--- src/rtl/mips_pkg.sv ---
// Shared fetch-FSM state encoding and fault codes for the instruction fetch path.
// Pure declarations: no latency, no flow control.
package mips_pkg;

  typedef enum logic [1:0] {
    ST_RUN   = 2'd0,
    ST_DRAIN = 2'd1,
    ST_PROG  = 2'd2
  } fetch_state_t;

  localparam logic [1:0] FAULT_NONE     = 2'b00;
  localparam logic [1:0] FAULT_MISALIGN = 2'b01;
  localparam logic [1:0] FAULT_RANGE    = 2'b10;

  // Both faults together give 2'b11.
  function automatic logic [1:0] fault_code(input logic misaligned, input logic out_of_range);
    return (misaligned ? FAULT_MISALIGN : FAULT_NONE) | (out_of_range ? FAULT_RANGE : FAULT_NONE);
  endfunction

endpackage

--- src/rtl/inst_mem_array.sv ---
// Instruction storage: one synchronous write port, one registered read port.
// Read data appears one cycle after rd_en and is held until the next rd_en.
module inst_mem_array #(
  parameter int DATA_W = 32,
  parameter int DEPTH  = 128,
  parameter int AW     = $clog2(DEPTH)
) (
  input  logic              clock,
  input  logic              reset_n,
  input  logic              wr_en,
  input  logic [AW-1:0]     wr_addr,
  input  logic [DATA_W-1:0] wr_data,
  input  logic              rd_en,
  input  logic [AW-1:0]     rd_addr,
  output logic [DATA_W-1:0] rd_data
);

  logic [DATA_W-1:0] mem [DEPTH];

  // Storage has no reset so programmed words survive a reset pulse.
  always_ff @(posedge clock) begin
    if (wr_en) begin
      mem[wr_addr] <= wr_data;
    end
  end

  always_ff @(posedge clock or negedge reset_n) begin
    if (!reset_n) begin
      rd_data <= '0;
    end else if (rd_en) begin
      rd_data <= mem[rd_addr];
    end
  end

endmodule

--- src/rtl/inst_mem_fetch.sv ---
// Instruction fetch with programming mode: one-cycle fetch latency, fault tagging, fetch counter.
// fetch_ready drops while a result is stalled (inst_ready low) and outside RUN; results hold while stalled.
module inst_mem_fetch
  import mips_pkg::*;
#(
  parameter int              DATA_W   = 32,
  parameter int              DEPTH    = 128,
  parameter int              ADDR_W   = 32,
  parameter logic [DATA_W-1:0] NOP_WORD = '0
) (
  input  logic                     clock,
  input  logic                     reset_n,
  input  logic                     prog_en,
  input  logic                     prog_we,
  input  logic [$clog2(DEPTH)-1:0] prog_addr,
  input  logic [DATA_W-1:0]        prog_data,
  input  logic                     fetch_req,
  input  logic [ADDR_W-1:0]        fetch_addr,
  output logic                     fetch_ready,
  output logic                     inst_valid,
  input  logic                     inst_ready,
  output logic [DATA_W-1:0]        inst,
  output logic [1:0]               inst_fault,
  output logic [15:0]              fetch_count
);

  localparam int AW         = $clog2(DEPTH);
  localparam int BYTE_SHIFT = $clog2(DATA_W / 8);
  localparam logic [ADDR_W-1:0] LSB_MASK  = ADDR_W'((1 << BYTE_SHIFT) - 1);
  localparam logic [ADDR_W-1:0] DEPTH_LIM = ADDR_W'(DEPTH);

  fetch_state_t      state;
  fetch_state_t      state_nxt;
  logic              out_free;
  logic              accept;
  logic              mem_we;
  logic [ADDR_W-1:0] word_index;
  logic              misaligned;
  logic              out_of_range;
  logic [DATA_W-1:0] rd_data;

  assign out_free     = !inst_valid || inst_ready;
  assign fetch_ready  = reset_n && (state == ST_RUN) && out_free;
  assign accept       = fetch_ready && fetch_req;
  assign mem_we       = (state == ST_PROG) && prog_we;
  assign word_index   = fetch_addr >> BYTE_SHIFT;
  assign misaligned   = |(fetch_addr & LSB_MASK);
  assign out_of_range = word_index >= DEPTH_LIM;

  // A fetch accepted in the same cycle as prog_en leaves a result behind, so that case drains first.
  always_comb begin
    state_nxt = state;
    case (state)
      ST_RUN:   if (prog_en) state_nxt = (out_free && !accept) ? ST_PROG : ST_DRAIN;
      ST_DRAIN: if (!prog_en) state_nxt = ST_RUN;
                else if (out_free) state_nxt = ST_PROG;
      ST_PROG:  if (!prog_en) state_nxt = ST_RUN;
      default:  state_nxt = ST_RUN;
    endcase
  end

  always_ff @(posedge clock or negedge reset_n) begin
    if (!reset_n) begin
      state       <= ST_RUN;
      inst_valid  <= 1'b0;
      inst_fault  <= FAULT_NONE;
      fetch_count <= '0;
    end else begin
      state <= state_nxt;
      if (accept) begin
        inst_valid <= 1'b1;
        inst_fault <= fault_code(misaligned, out_of_range);
      end else if (inst_valid && inst_ready) begin
        inst_valid <= 1'b0;
      end
      if (accept && (fetch_count != 16'hFFFF)) begin
        fetch_count <= fetch_count + 16'd1;
      end
    end
  end

  inst_mem_array #(
    .DATA_W (DATA_W),
    .DEPTH  (DEPTH),
    .AW     (AW)
  ) u_array (
    .clock   (clock),
    .reset_n (reset_n),
    .wr_en   (mem_we),
    .wr_addr (prog_addr),
    .wr_data (prog_data),
    .rd_en   (accept),
    .rd_addr (word_index[AW-1:0]),
    .rd_data (rd_data)
  );

  assign inst = (inst_fault != FAULT_NONE) ? NOP_WORD : rd_data;

endmodule

--- config.mk ---
export PLATFORM = sky130hd
export DESIGN_NAME = inst_mem_fetch
export DESIGN_NICKNAME = d
export VERILOG_FILES = /design/src/rtl/mips_pkg.sv /design/src/rtl/inst_mem_array.sv /design/src/rtl/inst_mem_fetch.sv
export SDC_FILE = /design/constraint.sdc
export NUM_CORES = 2
export LEC_CHECK = 0
export CAP_MARGIN = 5
export CORE_MARGIN = 10
export CORE_UTILIZATION = 55
export CTS_CLUSTER_DIAMETER = 100
export DETAILED_ROUTE_END_ITERATION = 10
export PLACE_DENSITY = 0.71
export SETUP_SLACK_MARGIN = 0.02
export SYNTH_ARGS = -nofsm -noshare
export SYNTH_HDL_FRONTEND = slang
export SYNTH_SLANG_ARGS = --single-unit
--- constraint.sdc ---
create_clock -name clock -period 4.9 [get_ports clock]
set_clock_uncertainty 0.05 [all_clocks]
set_input_delay 1.225 -clock clock [delete_from_list [all_inputs] [get_ports clock]]
set_output_delay 1.225 -clock clock [all_outputs]
set_load 0.01 [all_outputs]
==> results by group <==
Synthesis
  • Post-synth top flop: sky130_fd_sc_hd__edfxtp_1
  • Area share of the largest cell type after synthesis: 0.776
  • Syn. warnings: 0
  • Number of instances in the synthesized netlist: about 7.3k
  • Nets in the synthesized netlist: between 7k and 8k
  • Part of the Yosys area used for sequential elements: 0.785
  • Cell type contributing the most total cell area after synthesis: sky130_fd_sc_hd__edfxtp_1
  • Average size of a mapped cell: approximately 22 um2
  • Seq cells post-synth: between 4k and 5k
  • Number of flops mapped to enable cells by yosys: 4096
  • Synth Cell Area: 0.158 mm2
  • Count of distinct cell types in the synthesized netlist: 60
  • Top post-synthesis cells by area: sky130_fd_sc_hd__edfxtp_1 (78%), sky130_fd_sc_hd__mux4_2 (12%), sky130_fd_sc_hd__mux2i_1 (2.1%), sky130_fd_sc_hd__a22oi_1 (1.1%), sky130_fd_sc_hd__dfrtp_1 (0.84%)
  • Fraction of registers with async set/reset: 0.0128

Placed design
  • Placed instance area: 0.169 mm2
  • Final weighted congestion in routability-driven placement: a little under 0.9
  • DP Cell Count: roughly 11k
  • Hpwl dp: between 200000 and 300000 um
  • Buffers added on ports: 128

Global route
  • First-pass GRT wire length: roughly 640000 um
  • GR Util All Layers: 0.293
  • Global-route congestion overflow total: 0
  • Number of antenna violations at the first check in global routing: 54
  • Maximum number of pins on one net before global-route repair: 99
  • Number of global-route vias before repair: between 80k and 90k

Finish
  • Top library cells by usage in the layout, fill and taps aside: sky130_fd_sc_hd__edfxtp_1 (4096), sky130_fd_sc_hd__mux4_2 (842), sky130_fd_sc_hd__buf_4 (446)
  • Finished Cell Area: around 0.18 mm2
  • Syn-to-layout area delta: 15.0%
  • Share of post-route cells with drive strength above 1: 0.268
  • Nets: 8005
  • Most common cell after layout, fill and taps aside: sky130_fd_sc_hd__edfxtp_1
  • Final non-filler cell total: 12.1k
  • # fillers: between 15k and 20k

Detailed routing
  • Antenna-violating nets left: 0
  • Remaining design rule violation count: 3
  • Total via count after detailed routing: around 84k
  • Router iterations before antenna repair: 11
  • Vias/cell: slightly below 7
  • Post-detailed-route wirelength per cell: ~38 um
  • Total Wirelength: ~460000 um
  • Initial detailed-routing violation count: 14.3k

Power
  • Largest voltage drop on the vdd net: a little over 300 uV
  • Power density over cell area: 408 mW/mm2
  • Static leakage power: between 50 and 60 nW
  • Overall power consumption: between 0.07 and 0.08 W

Die
  • Number of top-level pins: roughly 130
  • Starting Density: 0.551
  • Die width: around 560 um
  • Num rows: 197
  • Vertical extent of the die: around 560 um
  • Placeable Area: approximately 0.29 mm2
  • Die Area: a little over 0.3 mm2

Critical path
  • Critical path's largest stage delay: approximately 770 ps
  • Cell-by-cell trace of the critical path: nor2_2 > buf_4 > and2_1 > clkdlybuf4s50_1
  • Critical Path Start Type: flip-flop
  • Crit path kind: reg2out
  • Critical path fanouts, max: 11
  • Number of gates on the worst path with buffers counted: 4
  • Number of buffers and inverters on the critical path: 2
  • Worst reg-to-reg path cell count: 7
  • Data arrival at the endpoint of the critical path: 3400 ps
  • Crit path required time: about 3600 ps
  • Slowest cell on the critical path: sky130_fd_sc_hd__nor2_2
  • Endpoint type of the worst setup path: primary output
  • CP delay by family, top: simple AND/OR/NAND/NOR gates

Worst hold path
  • Tightest Hold Check Type: in2async

Timing
  • Final cycle utilization of the critical path: 0.954
  • Max Transition Viols Final: 2
  • Achievable frequency: approximately 0.21 GHz
  • RSZ-0062 raised after global routing: false
  • Fin crit period: about 4700 ps
  • Final-report setup violation count: 0
  • Hold_ws: approximately 220 ps
  • Number of failing hold endpoints at the final stage: 0
  • Worst-Margin Slew: roughly 1500 ps
  • Max-Slew Margin vs Limit: -0.0274

CTS
  • Clock tree from TritonCTS: built
  • Post_cts resized: 0
  • Number of H-tree levels: 5
  • CTS Buf Count: between 400 and 500
  • CTS root buf: sky130_fd_sc_hd__clkbuf_16
  • # Post-CTS Setup Buffers: 0
  • Number of sinks on the clock net: 4149
  • Maximum buffer depth of the clock tree: 4
  • Clock-pin slew on the worst setup and hold paths: 60 ps
  • Insertion delay of the later-clocked pin in the worst-skew pair: 940 ps
  • Number of hold buffers added after cts: 0

Run
  • Max capacitance violation total: 0

Outcome
  • Run status: finished with violations
  • Violations in the final reports: design-rule violations, max-slew violations
[state kept, by name, indices dropped and copies added, names as in the netlist]
register and cells:
state 2, fetch_count 16, inst_fault 2, u_array.mem 4096, inst_valid 1, u_array.rd_data 32
[per-stage QoR]
step | setup WS, ps | utilization | setup TNS (ps)
after global placement | -116 | 0.588 | -228
after floorplan | 965 | - | 0
after global routing | 216 | 0.634 | 0
after CTS | 275 | 0.634 | 0
final | 227 | 0.634 | 0
after detailed placement | -160 | 0.589 | -160
[layout make-up]
class                      count  area (um2)  area share
inverter                       4        17.5   0.0000961
multi-input combinational   2684       33000       0.181
sequential                  4149      124000       0.682
clock inverter               220        2110      0.0116
timing repair buffer         683        7100      0.0390
tap                         3781        4730      0.0260
antenna                       28        70.1    0.000385
clock buffer                 524       10900      0.0596
[per-layer routing]
metal / routed length [um] / track usage / up-vias
li1: - / - / 32200
met1: 160000 / 0.395 / 43800
met2: 213000 / 0.444 / 6559
met3: 63100 / 0.0899 / 1068
met4: 24200 / 0.132 / 26
met5: 169 / 0 / -
[worst paths after layout]
check                                    from                   to  slack, ps
max                             inst_fault[1]              inst[4]        230
min                                   reset_n       fetch_count[6]        220
max reg2reg                          state[1]  u_array.mem[13][23]       1590
min reg2reg                u_array.rd_data[8]   u_array.rd_data[8]        440
max in group asynchronous             reset_n  u_array.rd_data[16]       3290
min in group clock         u_array.rd_data[8]   u_array.rd_data[8]        440
[logic make-up (layout without fill, tap and decap cells)]
logic type / Yosys count / count (layout) / synth area share
other: 0 / 28 / 0
muxes: 1246 / 1246 / 0.146
xor gates and xnor gates: 15 / 15 / 0.000829
and+or+nand+nor: 551 / 551 / 0.0161
AOI/OAI and AO/OA: 871 / 871 / 0.0388
adders and majority gates: 1 / 1 / 0.0000790
buffers and inverters: 438 / 1431 / 0.0138
DFF: 4149 / 4149 / 0.785
[worst reg2reg max path, stage by stage, from the launching register on]
cell	delay, ps
sky130_fd_sc_hd__dfrtp_1	380
sky130_fd_sc_hd__nor2b_1	250
sky130_fd_sc_hd__nand2_1	240
sky130_fd_sc_hd__nor2_1	270
sky130_fd_sc_hd__nand3_2	610
sky130_fd_sc_hd__buf_4	450
sky130_fd_sc_hd__nor2_4	110
sky130_fd_sc_hd__buf_4	520
[power breakdown]
group          internal (W)  switching [W]  leakage [nW]
sequential           0.0391       0.000233          37.5
combinational       0.00152        0.00287          13.9
clock                0.0175         0.0131          6.32
total                0.0581         0.0163          57.7
[cell usage after synthesis (8+ instances only)]
cell type and number:
sky130_fd_sc_hd__mux4_2 842, sky130_fd_sc_hd__mux2_2 71, sky130_fd_sc_hd__buf_1 25, sky130_fd_sc_hd__xnor2_1 12, sky130_fd_sc_hd__a211oi_1 58, sky130_fd_sc_hd__a21oi_1 220, sky130_fd_sc_hd__a31oi_1 8, sky130_fd_sc_hd__edfxtp_1 4096
sky130_fd_sc_hd__nand2b_1 12, sky130_fd_sc_hd__and2_1 40, sky130_fd_sc_hd__dfrtp_1 53, sky130_fd_sc_hd__o211ai_1 12, sky130_fd_sc_hd__a22o_1 21, sky130_fd_sc_hd__o21ai_0 38, sky130_fd_sc_hd__nand3_1 18, sky130_fd_sc_hd__o31ai_1 33
sky130_fd_sc_hd__o221ai_1 133, sky130_fd_sc_hd__a2111oi_0 35, sky130_fd_sc_hd__o22ai_1 26, sky130_fd_sc_hd__nor2b_1 41, sky130_fd_sc_hd__a211o_1 14, sky130_fd_sc_hd__clkbuf_1 185, sky130_fd_sc_hd__or4_1 20, sky130_fd_sc_hd__nand4_1 9
sky130_fd_sc_hd__buf_4 71, sky130_fd_sc_hd__buf_2 140, sky130_fd_sc_hd__buf_6 13, sky130_fd_sc_hd__nor2_1 184, sky130_fd_sc_hd__and3_1 9, sky130_fd_sc_hd__nand2_1 184, sky130_fd_sc_hd__a311oi_1 9, sky130_fd_sc_hd__mux2i_1 333
sky130_fd_sc_hd__a22oi_1 242
Power figures use the tool's default switching activity.
